--- src/rtl/led_uart_mmio.sv ---
// MMIO peripheral: LED and 7-seg registers, synchronized buttons/switches, 8N1 UART transmitter.
// Latency: zero wait states; read data is combinational, writes commit at the request edge.
// Backpressure: none; ready mirrors req, and a UART TX write while busy is dropped.
module led_uart_mmio #(
    parameter int                UART_DIV     = 868,
    parameter int                SEG_SCAN_DIV = 100000,
    parameter int                ADDR_W       = 32,
    parameter int                XLEN         = 32,
    parameter logic [ADDR_W-1:0] IO_BASE_ADDR = 32'h1000_0000
) (
    input  logic              clk,
    input  logic              rst_n,
    input  logic              mmio_req,
    input  logic              mmio_we,
    input  logic [ADDR_W-1:0] mmio_addr,
    input  logic [XLEN-1:0]   mmio_wdata,
    output logic [XLEN-1:0]   mmio_rdata,
    output logic              mmio_ready,
    output logic [15:0]       led_out,
    output logic [7:0]        seg0,
    output logic [7:0]        seg1,
    output logic [7:0]        seg_an,
    input  logic [4:0]        btn_in,
    input  logic [7:0]        sw_in,
    output logic              uart_tx
);

    // Register map offsets from the block base; STAT busy flag sits in bit 0.
    localparam int IO_LED_OFFSET         = 'h00;
    localparam int IO_SEG_OFFSET         = 'h04;
    localparam int IO_BTN_OFFSET         = 'h08;
    localparam int IO_SW_OFFSET          = 'h0C;
    localparam int IO_UART_TX_OFFSET     = 'h10;
    localparam int IO_UART_STAT_OFFSET   = 'h14;
    localparam int IO_UART_STAT_BUSY_BIT = 0;

    localparam logic [ADDR_W-1:0] A_LED  = IO_BASE_ADDR + ADDR_W'(IO_LED_OFFSET);
    localparam logic [ADDR_W-1:0] A_SEG  = IO_BASE_ADDR + ADDR_W'(IO_SEG_OFFSET);
    localparam logic [ADDR_W-1:0] A_BTN  = IO_BASE_ADDR + ADDR_W'(IO_BTN_OFFSET);
    localparam logic [ADDR_W-1:0] A_SW   = IO_BASE_ADDR + ADDR_W'(IO_SW_OFFSET);
    localparam logic [ADDR_W-1:0] A_TX   = IO_BASE_ADDR + ADDR_W'(IO_UART_TX_OFFSET);
    localparam logic [ADDR_W-1:0] A_STAT = IO_BASE_ADDR + ADDR_W'(IO_UART_STAT_OFFSET);

    localparam int SCAN_W = $clog2(SEG_SCAN_DIV + 1);
    localparam int BAUD_W = $clog2(UART_DIV);

    typedef enum logic {S_IDLE, S_SEND} uart_state_t;

    // Standard hex glyphs, {dp,g,f,e,d,c,b,a}, dp never lit.
    function automatic logic [7:0] f_glyph(input logic [3:0] n);
        case (n)
            4'h0: f_glyph = 8'h3F;
            4'h1: f_glyph = 8'h06;
            4'h2: f_glyph = 8'h5B;
            4'h3: f_glyph = 8'h4F;
            4'h4: f_glyph = 8'h66;
            4'h5: f_glyph = 8'h6D;
            4'h6: f_glyph = 8'h7D;
            4'h7: f_glyph = 8'h07;
            4'h8: f_glyph = 8'h7F;
            4'h9: f_glyph = 8'h6F;
            4'hA: f_glyph = 8'h77;
            4'hB: f_glyph = 8'h7C;
            4'hC: f_glyph = 8'h39;
            4'hD: f_glyph = 8'h5E;
            4'hE: f_glyph = 8'h79;
            default: f_glyph = 8'h71;
        endcase
    endfunction

    logic [15:0]       r_led;
    logic [31:0]       r_seg;
    logic [4:0]        r_btn_s1, r_btn_s2;
    logic [7:0]        r_sw_s1, r_sw_s2;
    logic [SCAN_W-1:0] r_scan_cnt;
    logic [1:0]        r_scan_idx;
    logic [7:0]        r_seg0, r_seg1, r_seg_an;

    uart_state_t       r_state, w_state_nxt;
    logic [BAUD_W-1:0] r_baud, w_baud_nxt;
    logic [3:0]        r_bit, w_bit_nxt;
    logic [8:0]        r_shift, w_shift_nxt;
    logic              r_tx, w_tx_nxt;

    logic [ADDR_W-1:0] w_addr_al;
    logic              w_wr;
    logic              w_busy;
    logic              w_tx_wr;
    logic [3:0]        w_nib_lo, w_nib_hi;
    logic [XLEN-1:0]   w_rdata;

    // Low two address bits are masked so any byte within a word hits that word.
    assign w_addr_al  = mmio_addr & ~ADDR_W'(3);
    assign w_wr       = mmio_req & mmio_we;
    assign w_tx_wr    = w_wr & (w_addr_al == A_TX);
    assign w_busy     = (r_state == S_SEND);
    assign mmio_ready = mmio_req;
    assign mmio_rdata = w_rdata;

    assign led_out = r_led;
    assign seg0    = r_seg0;
    assign seg1    = r_seg1;
    assign seg_an  = r_seg_an;
    assign uart_tx = r_tx;

    // Read mux: unmapped and write-only locations read as zero.
    always_comb begin
        w_rdata = '0;
        if (w_addr_al == A_LED)       w_rdata = XLEN'(r_led);
        else if (w_addr_al == A_SEG)  w_rdata = XLEN'(r_seg);
        else if (w_addr_al == A_BTN)  w_rdata = XLEN'(r_btn_s2);
        else if (w_addr_al == A_SW)   w_rdata = XLEN'(r_sw_s2);
        else if (w_addr_al == A_STAT) w_rdata[IO_UART_STAT_BUSY_BIT] = w_busy;
    end

    // Writable LED and seven-segment registers.
    always_ff @(posedge clk or negedge rst_n) begin
        if (!rst_n) begin
            r_led <= '0;
            r_seg <= '0;
        end else if (w_wr) begin
            if (w_addr_al == A_LED) r_led <= mmio_wdata[15:0];
            if (w_addr_al == A_SEG) r_seg <= mmio_wdata[31:0];
        end
    end

    // Two-flop synchronizers for the asynchronous buttons and switches.
    always_ff @(posedge clk or negedge rst_n) begin
        if (!rst_n) begin
            r_btn_s1 <= '0;
            r_btn_s2 <= '0;
            r_sw_s1  <= '0;
            r_sw_s2  <= '0;
        end else begin
            r_btn_s1 <= btn_in;
            r_btn_s2 <= r_btn_s1;
            r_sw_s1  <= sw_in;
            r_sw_s2  <= r_sw_s1;
        end
    end

    assign w_nib_lo = r_seg[{1'b0, r_scan_idx, 2'b00} +: 4];
    assign w_nib_hi = r_seg[{1'b1, r_scan_idx, 2'b00} +: 4];

    // Display scan: every SEG_SCAN_DIV cycles latch digit pair k / k+4, then advance k.
    always_ff @(posedge clk or negedge rst_n) begin
        if (!rst_n) begin
            r_scan_cnt <= '0;
            r_scan_idx <= '0;
            r_seg0     <= '0;
            r_seg1     <= '0;
            r_seg_an   <= '0;
        end else if (r_scan_cnt == SCAN_W'(SEG_SCAN_DIV - 1)) begin
            r_scan_cnt <= '0;
            r_scan_idx <= r_scan_idx + 2'd1;
            r_seg0     <= f_glyph(w_nib_lo);
            r_seg1     <= f_glyph(w_nib_hi);
            r_seg_an   <= 8'h11 << r_scan_idx;
        end else begin
            r_scan_cnt <= r_scan_cnt + SCAN_W'(1);
        end
    end

    // UART state register; tx idles high so a reset mid-frame leaves the line quiet.
    always_ff @(posedge clk or negedge rst_n) begin
        if (!rst_n) begin
            r_state <= S_IDLE;
            r_baud  <= '0;
            r_bit   <= '0;
            r_shift <= '0;
            r_tx    <= 1'b1;
        end else begin
            r_state <= w_state_nxt;
            r_baud  <= w_baud_nxt;
            r_bit   <= w_bit_nxt;
            r_shift <= w_shift_nxt;
            r_tx    <= w_tx_nxt;
        end
    end

    // UART next state: start bit on accept, then shift {stop, data} out LSB first.
    always_comb begin
        w_state_nxt = r_state;
        w_baud_nxt  = r_baud;
        w_bit_nxt   = r_bit;
        w_shift_nxt = r_shift;
        w_tx_nxt    = r_tx;
        case (r_state)
            S_IDLE: begin
                if (w_tx_wr) begin
                    w_state_nxt = S_SEND;
                    w_baud_nxt  = '0;
                    w_bit_nxt   = '0;
                    w_shift_nxt = {1'b1, mmio_wdata[7:0]};
                    w_tx_nxt    = 1'b0;
                end
            end
            default: begin
                if (r_baud == BAUD_W'(UART_DIV - 1)) begin
                    w_baud_nxt = '0;
                    if (r_bit == 4'd9) begin
                        w_state_nxt = S_IDLE;
                        w_tx_nxt    = 1'b1;
                    end else begin
                        w_bit_nxt   = r_bit + 4'd1;
                        w_tx_nxt    = r_shift[0];
                        w_shift_nxt = {1'b1, r_shift[8:1]};
                    end
                end else begin
                    w_baud_nxt = r_baud + BAUD_W'(1);
                end
            end
        endcase
    end

endmodule

--- config.mk ---
export PLATFORM = sky130hd
export DESIGN_NAME = led_uart_mmio
export DESIGN_NICKNAME = d
export VERILOG_FILES = /design/src/rtl/led_uart_mmio.sv
export SDC_FILE = /design/constraint.sdc
export NUM_CORES = 1
export LEC_CHECK = 0
export CAP_MARGIN = 20
export CORE_AREA = 2 2 124 126
export DETAILED_ROUTE_END_ITERATION = 7
export DIE_AREA = 0 0 126 128
export PLACE_DENSITY = 0.73
export SYNTH_ARGS = -nofsm -noshare
export SYNTH_HDL_FRONTEND = slang
export SYNTH_SLANG_ARGS = --single-unit
--- constraint.sdc ---
create_clock -name clk -period 6.3 [get_ports clk]
set_clock_uncertainty 0.05 [all_clocks]
set_input_delay 1.26 -clock clk [delete_from_list [all_inputs] [get_ports clk]]
set_output_delay 1.26 -clock clk [all_outputs]
set_load 0.01 [all_outputs]
==> results.ini, run 1 <==
[cells_and_area]
syn_to_final_growth_pct = 32.9
layout-drive-gt1-share = 0.145
post-route-util = 0.586
num-nets-final = 813
diodes = 0

[die]
die_area_um2 = 16100
pin_count = 155
die_h_um = 128
rows = 45
core_area_um2 = 14900
initial_core_util = 0.441
fp.dieW_um = 126

[synth]
synth_cells = 569
yosysTopAreaCellShare = 0.515
ys_seq_elements = 136
yosys.area.top_type = dfrtp_1
synth_area_leaders = dfrtp_1, mux2_2, ha_1
syn_area_um2 = 6560
synth_async_sr_flop_share = 1.00
ys_warn_count = 0
ys.flop_type = dfrtp_1
yosysSeqAreaShare = 0.519
synth-edff-count = 0
syn_area_per_cell_um2 = 11.5
yosysUniqueCellTypes = 54

[worst_setup_path]
cp_slowest_cell = and4_1
endpoint_kind = primary output
crit_fanout = 17
cp.arrival_ns = 3.89
critPathTopFamily = simple AND/OR/NAND/NOR gates
start_kind = input port
path_cells = clkdlybuf4s50_1 > nor4b_1 > and3_2 > and4_1 > and2_1 > clkdlybuf4s50_1
crit_top_cell = clkdlybuf4s50_1
slowest_delay_ns = 0.57
path_buf_inv = 2
critical_path_class = in -> out
crit_required_ns = 4.99

[drt]
final_antenna_net_count = 0
vias = 4869
drtIter0Drc = 256
wire_per_inst_um = 17.1
routed_via_density = 5.34
drc_errors = 0
drt-pass1-iter-count = 4
routed_wl_um = 15600

[sta]
setup_viol = 0
fin_setup_tns_ns = 0
fin_crit_ns = 5.20
timing.final.crit_share = 0.826
hold_ws_ns = 0.298
hold_viol_final = 0
fmax_mhz = 192
rsz0062_at_grt = no
tightest_slew_ns = 1.04
setup_slack_ns = 1.10
maxSlewHeadroom = 0.305
slew_viol_final = 0

[cts]
cts_buffer_depth = 2
ctsResizeCount = 0
ctsHoldBuffers = 0
cts-root-buf = clkbuf_16
post_cts_buffers = 0
cts_tree = built
clkTransAtPathRegs_ns = 0.06
cts_made_buffers = 17
cts_sinks = 136
h-tree-depth = 4
clk_latency_ns = 0.42

[global_route]
grt_pass1_vias = 5013
grtUsageTotal = 0.200
grt_max_degree = 71
antenna_found_initial = 0
grt_pass1_wl_um = 25400
grt-ovfl-total = 0

[place]
io_buffers = 150
post-place-ws_ns = 0.988
gp_congestion = 0.825
dpl.hpwl_um = 11000

[run_status]
status = completed

[flow_run]
maxCapViolCount = 0

[hold_path]
hold_path.class = reg -> reg

[power]
peakVddDrop_v = 0.000183
powerDensity_nw_per_um2 = 219
leakage_nw = 3.90

==> layer usage <==
metal | share of wire | vias up | global-route usage
met1 | 0.43 | 2399 | 0.260
met5 | 0 | - | 0
li1 | - | 2284 | -
met2 | 0.49 | 173 | 0.328
met3 | 0.066 | 13 | 0.0597
met4 | 0.0089 | 0 | 0.0562
==> registers in the layout, summed over array words and instances (netlist names) <==
register	flops
r_baud	10
uart_tx	1
seg_an	4
seg1	7
r_btn_s1	5
led_out	16
r_state	1
r_btn_s2	5
r_scan_cnt	17
r_sw_s2	8
r_shift	9
r_seg	32
r_scan_idx	2
seg0	7
r_sw_s1	8
r_bit	4
==> path summary, 6_finish.rpt <==
path / start / cells after the start / slack, ns / endpoint
worst max-delay path: mmio_addr[22] / 6 / 1.10 / mmio_rdata[31]
worst min-delay path: r_sw_s1[5]$_DFF_PN0_ / 0 / 0.30 / r_sw_s2[5]$_DFF_PN0_
worst max register to register: r_scan_idx[0]$_DFFE_PN0N_ / 4 / 3.78 / seg0[4]$_DFFE_PN0N_
worst min register to register: r_sw_s1[5]$_DFF_PN0_ / 0 / 0.30 / r_sw_s2[5]$_DFF_PN0_
max in group asynchronous: rst_n / 2 / 4.08 / r_shift[8]$_DFFE_PN0P_
min in group asynchronous: rst_n / 1 / 0.78 / r_baud[9]$_DFFE_PN0P_
==> layout by cell type (no fill, tap or decap), types with 4 or more instances in the layout <==
cell type and n:
clkdlybuf4s50_1 149, dfrtp_1 135, nand2_1 46, mux2_2 46
nor2_1 29, o21ai_0 27, ha_1 22, inv_1 21
and2_1 20, clkbuf_16 17, nand3_1 14, a21oi_1 14
mux2i_1 14, nor3_1 13, and3_1 12, xnor2_1 12
mux4_2 12, nor2b_1 11, o22ai_1 11, xor2_1 8
inv_6 7, nand4_1 6, nor4_1 6, a31oi_1 5
buf_4 5, a22o_1 4
==> layout make-up <==
type                    count  area (um2)
repair buffers            156        1550
clock inverters            15         131
inverters                  21        78.8
well taps                 188         235
clock buffers              17         425
flip-flops and latches    136        3400
multi-input cells         378        2890
fillers                  1214        6150
==> logic make-up after synthesis <==
kind of cell | after synthesis | share of synthesized area
xor gates and xnor gates | 20 | 0.0267
other | 1 | 0.000572
adders and majority gates | 22 | 0.0420
buffers and inverters | 56 | 0.0424
AOI/OAI and AO/OA | 77 | 0.0712
muxes | 75 | 0.147
and+or+nand+nor | 182 | 0.151
DFF | 136 | 0.519
==> Yosys cell counts, types with 2 or more instances <==
library cell	count
nand2b_1	3
a211oi_1	2
a21o_1	3
nor4_2	2
or3_1	2
buf_4	8
a221oi_1	2
a31oi_1	5
mux2_1	3
buf_2	6
xor2_1	8
nand4b_1	2
o22ai_1	11
nor2_1	29
and4_1	2
o31ai_1	2
mux4_2	12
and2_1	20
o21ai_0	27
a22o_1	4
clkbuf_1	17
nand2_1	46
nor3_1	13
a22oi_1	3
ha_1	22
nor4_1	6
xnor2_1	12
mux2i_1	14
and3_1	12
nor4b_1	3
inv_1	21
buf_6	4
a21oi_1	14
nor2b_1	11
nand3_1	14
dfrtp_1	135
nand4_1	6
mux2_2	46
o311ai_0	2
==> through the flow <==
step / area, um2 / power [mW] / instances
after floorplan: 6560 / 0.914 / 570
after global placement: 8150 / 0.986 / 878
after detailed placement: 8160 / 0.988 / 879
after CTS: 8720 / 1.93 / 911
after global routing: 8720 / 1.97 / 911
final: 8720 / 1.91 / 911
==> report_power, final <==
group | switching, mW | internal (mW) | total [mW]
Combinational | 0.0359 | 0.0504 | 0.0863
Clock | 0.419 | 0.520 | 0.939
Sequential | 0.00202 | 0.882 | 0.884
Total | 0.457 | 1.45 | 1.91
(Power assumes the default switching activity.)
==> run 2: changes to the inputs <==
--- a/config.mk
+++ b/config.mk
@@ -9,7 +9,7 @@
 export CORE_AREA = 2 2 124 126
 export DETAILED_ROUTE_END_ITERATION = 7
 export DIE_AREA = 0 0 126 128
-export PLACE_DENSITY = 0.73
+export PLACE_DENSITY = 0.75
 export SYNTH_ARGS = -nofsm -noshare
 export SYNTH_HDL_FRONTEND = slang
 export SYNTH_SLANG_ARGS = --single-unit
==> constraint.sdc (replaced) <==
create_clock -name clk -period 4.73 [get_ports clk]
set_clock_uncertainty 0.05 [all_clocks]
set_input_delay 0.946 -clock clk [delete_from_list [all_inputs] [get_ports clk]]
set_output_delay 0.946 -clock clk [all_outputs]
set_load 0.01 [all_outputs]
==> run 2 against run 1 <==
Die area stayed put; non-clock buffer count is 1 higher; register-to-register slack worse by 1.5 ns; count of clock-buffer cells in the layout is 3 higher; via count is 1.3% higher; flip-flop and latch count stayed put; global-route usage is 0.36 points higher; first-iteration DRC count is 12% lower; cell area is 0.43% higher; largest cell class unchanged; clock power is 40% higher; final cell count is 0.11% higher; sequential share of layout area is 0.17 points lower.
==> results.ini, run 2 (synthesis results as in run 1) <==
[global_route]
grt_pass1_wl_um = 26200  ; +3.1%
antenna_found_initial = 0  ; unchanged
grtUsageTotal = 0.203  ; +0.00365
grt_max_degree = 104  ; +46%
grt-ovfl-total = 0  ; unchanged
grt_pass1_vias = 5194  ; +3.6%

[drt]
wire_per_inst_um = 17.3  ; +0.80%
vias = 4932  ; +1.3%
final_antenna_net_count = 0  ; unchanged
drc_errors = 0  ; unchanged
drt-pass1-iter-count = 4  ; unchanged
routed_via_density = 5.41  ; +1.2%
drtIter0Drc = 226  ; -12%
routed_wl_um = 15800  ; +0.91%

[cells_and_area]
num-nets-final = 814  ; +0.12%
fin_cells = 912  ; +0.11%
final_common_cell = clkdlybuf4s50_1
layout-drive-gt1-share = 0.144  ; -0.00158
final_cell_mix = clkdlybuf4s50_1, dfrtp_1, nand2_1, mux2_2, nor2_1
multi_input_area_um2 = 2890  ; unchanged
fillCellCount = 1203  ; -0.91%
diodes = 0  ; unchanged
top_register = r_seg
syn_to_final_growth_pct = 33.5
seq_area_um2 = 3400  ; unchanged
largest_register_ffs = 32  ; unchanged

[die]
fp.dieW_um = 126  ; unchanged
rows = 45  ; unchanged
core_area_um2 = 14900  ; unchanged
die_area_um2 = 16100  ; unchanged
die_h_um = 128  ; unchanged
pin_count = 155  ; unchanged
initial_core_util = 0.441  ; unchanged

[cts]
clkTransAtPathRegs_ns = 0.06  ; about the same
cts_made_buffers = 17  ; unchanged
ctsResizeCount = 0  ; unchanged
ctsHoldBuffers = 0  ; unchanged
cts_tree = built
cts-root-buf = clkbuf_16
clk_latency_ns = 0.42  ; about the same
cts_sinks = 136  ; unchanged
h-tree-depth = 4  ; unchanged
cts_buffer_depth = 2  ; unchanged
post_cts_buffers = 0  ; unchanged

[power]
combPwrFrac = 0.044  ; about the same
clkPwrFrac = 0.504  ; +0.012
peakVddDrop_v = 0.000252  ; +38%
pwr-share-seq = 0.452  ; -0.011
leakage_nw = 3.90  ; about the same
switching_share = 0.217  ; -0.0221
netSwitchingPower_mw = 0.566  ; +24%
powerDensity_nw_per_um2 = 298  ; +36%
p_int_mw = 2.04  ; +40%

[run_status]
status = completed

[place]
post-place-cells = 879  ; unchanged
dpl.hpwl_um = 11000  ; about the same
gp_congestion = 0.868  ; +5.2%
io_buffers = 150  ; unchanged

[worst_setup_path]
cp.arrival_ns = 3.37  ; -0.52 ns
crit_fanout = 17  ; unchanged
critical_path_class = in -> out
start_kind = input port
endpoint_kind = primary output
startpoint = mmio_addr[9]
r2r_setup_slack_ns = 2.26  ; -1.52 ns
crit_required_ns = 3.73  ; -1.26 ns
rr_startpoint = r_scan_cnt[0]$_DFF_PN0_

[sta]
slew_viol_final = 0  ; unchanged
hold_viol_final = 0  ; unchanged
timing.final.crit_share = 0.924
fin_setup_tns_ns = 0  ; unchanged
maxSlewHeadroom = 0.376  ; +0.0709
fin_crit_ns = 4.37
setup_viol = 0  ; unchanged
fmax_mhz = 229
tightest_slew_ns = 0.936  ; -0.102 ns
rsz0062_at_grt = no

[flow_run]
maxCapViolCount = 0  ; unchanged

[hold_path]
min_from = r_btn_s1[0]$_DFF_PN0_
hold_path.class = reg -> reg

==> run 2: path summary, 6_finish.rpt <==
path	to	cells past startpoint
max	mmio_rdata[27]	6
min	r_btn_s2[0]$_DFF_PN0_	0
max reg2reg	seg1[1]$_DFFE_PN0N_	6
min reg2reg	r_btn_s2[0]$_DFF_PN0_	0
max in group asynchronous	uart_tx$_DFFE_PN1P_	2
min in group asynchronous	r_seg[24]$_DFFE_PN0P_	1
==> run 2: layout make-up <==
type | instances | area share
clock buffers | 20 | 0.0510
repair buffers | 157 | 0.178
well taps | 188 | 0.0269
multi-input cells | 378 | 0.330
clock inverters | 12 | 0.0164
inverters | 21 | 0.00901
flip-flops and latches | 136 | 0.389
==> run 2: routing by layer <==
layer | wire (um) | vias to the layer above | part of all wire | global-route usage
li1 | - | 2277 | - | -
met1 | 6680 | 2485 | 0.42 | 0.258
met2 | 8000 | 141 | 0.51 | 0.339
met3 | 764 | 29 | 0.048 | 0.0513
met4 | 313 | 0 | 0.020 | 0.0763
met5 | 0 | - | 0 | 0
==> run 2: power by group through the flow <==
stage / Combinational [mW] / Sequential (mW) / Clock, mW
detailed placement: 0.116 / 1.20 / 0
finish: 0.116 / 1.18 / 1.31
global placement: 0.114 / 1.20 / 0
floorplan: 0.0197 / 1.20 / 0
global route: 0.126 / 1.18 / 1.39
CTS: 0.118 / 1.18 / 1.33
==> run 2: metrics by stage <==
stage               hold slack, ns  worst slack, ns   util  power [mW]  area [um2]
floorplan                    0.281             1.48      -        1.22        6560
global placement             0.281            0.406  0.549        1.31        8160
detailed placement           0.286            0.341  0.549        1.32        8160
CTS                          0.300            0.336  0.588        2.63        8750
global route                 0.303            0.187  0.589        2.69        8750
finish                       0.298            0.360  0.589        2.61        8750
==> run 2: critical path: stages <==
cell	delay, ns
clkdlybuf4s50_1	0.40
nor4_1	0.31
and4_2	0.34
and4_1	0.60
and2_1	0.22
clkdlybuf4s50_1	0.55
==> run 3: changes to the inputs <==
==> constraint.sdc (replaced) <==
create_clock -name clk -period 3.9 [get_ports clk]
set_clock_uncertainty 0.05 [all_clocks]
set_input_delay 0.78 -clock clk [delete_from_list [all_inputs] [get_ports clk]]
set_output_delay 0.78 -clock clk [all_outputs]
set_load 0.01 [all_outputs]
==> run 3 against run 2 <==
Final cell count grew 0.33%; power rose by 19%; via count decreased by 0.91%; global-route usage down 0.88 points; critical path depth unchanged; critical endpoint is now mmio_rdata[14].
==> results.ini, run 3 (synthesis results as in run 1) <==
[worst_setup_path]
endpoint_kind = primary output
crit_required_ns = 3.07  ; -0.66 ns
slowest_delay_ns = 0.59  ; about the same
cp_slowest_cell = clkdlybuf4s50_1
critical_path_class = in -> out
cp.arrival_ns = 2.98  ; -0.39 ns
crit_fanout = 16  ; -1
start_kind = input port
crit_top_cell = clkdlybuf4s50_1
path_cells = clkdlybuf4s50_1 > nor4_1 > and4_2 > nand3b_4 > nor3_1 > clkdlybuf4s50_1

[cts]
ctsResizeCount = 0  ; unchanged
h-tree-depth = 4  ; unchanged
cts_made_buffers = 17  ; unchanged
cts_sinks = 136  ; unchanged
cts_buffer_depth = 2  ; unchanged
cts_tree = built
clk_latency_ns = 0.42  ; about the same
post_cts_buffers = 0  ; unchanged
clkTransAtPathRegs_ns = 0.06  ; about the same
ctsHoldBuffers = 0  ; unchanged
cts-root-buf = clkbuf_16

[drt]
wire_per_inst_um = 16.6  ; -4.0%
routed_wl_um = 15200  ; -3.7%
drt-pass1-iter-count = 4  ; unchanged
drtIter0Drc = 230  ; +1.8%
drc_errors = 0  ; unchanged
final_antenna_net_count = 0  ; unchanged
routed_via_density = 5.34  ; -1.2%
vias = 4887  ; -0.91%

[flow_run]
maxCapViolCount = 0  ; unchanged

[power]
power_mw = 3.10  ; +19%
powerDensity_nw_per_um2 = 352  ; +18%
peakVddDrop_v = 0.000277  ; +9.6%
leakage_nw = 3.93  ; +0.80%

[cells_and_area]
num-nets-final = 817  ; +0.37%
fillCellCount = 1202  ; -0.083%
syn_to_final_growth_pct = 34.1
diodes = 0  ; unchanged
fin_cells = 915  ; +0.33%
top_register = r_seg
largest_register_ffs = 32  ; unchanged
final_common_cell = clkdlybuf4s50_1
seq_area_um2 = 3400  ; unchanged
multi_input_area_um2 = 2890  ; unchanged
final_cell_mix = clkdlybuf4s50_1, dfrtp_1, nand2_1, mux2_2, nor2_1
layout-drive-gt1-share = 0.150  ; +0.00628
post-route-util = 0.592  ; +0.00286
fin_area_um2 = 8800  ; +0.49%

[place]
gp_congestion = 0.827  ; -4.6%
post-place-cells = 882  ; +0.34%
post-place-ws_ns = 0.112  ; -0.230 ns
io_buffers = 150  ; unchanged
dpl.hpwl_um = 10800  ; -2.5%
place_area_um2 = 8200  ; +0.58%

[global_route]
grtUsageTotal = 0.195  ; -0.00882
grt_max_degree = 114  ; +9.6%
grt_pass1_vias = 5037  ; -3.0%
grt_pass1_wl_um = 25000  ; -4.7%
grt-ovfl-total = 0  ; unchanged
antenna_found_initial = 0  ; unchanged

[sta]
maxSlewHeadroom = 0.329  ; -0.0469
setup_slack_ns = 0.0937  ; -0.266 ns
fmax_mhz = 263
hold_ws_ns = 0.173  ; -0.125 ns
slew_viol_final = 0  ; unchanged
timing.final.crit_share = 0.976
fin_setup_tns_ns = 0  ; unchanged
tightest_slew_ns = 1.00  ; +0.0656 ns
rsz0062_at_grt = no
setup_viol = 0  ; unchanged
hold_viol_final = 0  ; unchanged
fin_crit_ns = 3.81

[die]
core_area_um2 = 14900  ; unchanged
fp.dieW_um = 126  ; unchanged
pin_count = 155  ; unchanged
rows = 45  ; unchanged
initial_core_util = 0.441  ; unchanged
die_h_um = 128  ; unchanged
die_area_um2 = 16100  ; unchanged

[run_status]
status = completed

[hold_path]
hold_path.class = in -> async

[run 3: final timing paths]
kind / from / end / slack [ns] / cells past startpoint
worst max-delay path: mmio_addr[9] / mmio_rdata[14] / 0.09 / 6
worst min-delay path: rst_n / r_seg[31]$_DFFE_PN0P_ / 0.17 / 1
worst max register to register: r_baud[0]$_DFFE_PN0P_ / r_shift[0]$_DFFE_PN0P_ / 1.44 / 6
worst min register to register: r_sw_s1[1]$_DFF_PN0_ / r_sw_s2[1]$_DFF_PN0_ / 0.30 / 0
max in group asynchronous: rst_n / uart_tx$_DFFE_PN1P_ / 2.90 / 2
min in group clk: r_sw_s1[1]$_DFF_PN0_ / r_sw_s2[1]$_DFF_PN0_ / 0.30 / 0
[run 3: cell type report]
cell class	count	area share
multi-input cells	378	0.328
repair buffers	160	0.184
well taps	188	0.0267
inverters	21	0.00896
clock buffers	17	0.0484
flip-flops and latches	136	0.387
clock inverters	15	0.0159
[run 3: critical path: cells and delay by family]
kind,cells,cell delay [ns]
and+or+nand+nor,4,1.21
buffers and inverters,2,0.99
[run 3: metal layers]
metal | track usage | wire [um]
met1 | 0.248 | 6720
met2 | 0.326 | 7480
met3 | 0.0447 | 727
met4 | 0.0743 | 251
met5 | 0 | 0
[run 3: power by group]
group | internal [mW] | switching, mW | leakage [nW]
registers | 1.42 | 0.00359 | 1.77
logic | 0.0862 | 0.0595 | 1.88
clock network | 0.888 | 0.635 | 0.279
total | 2.40 | 0.698 | 3.93
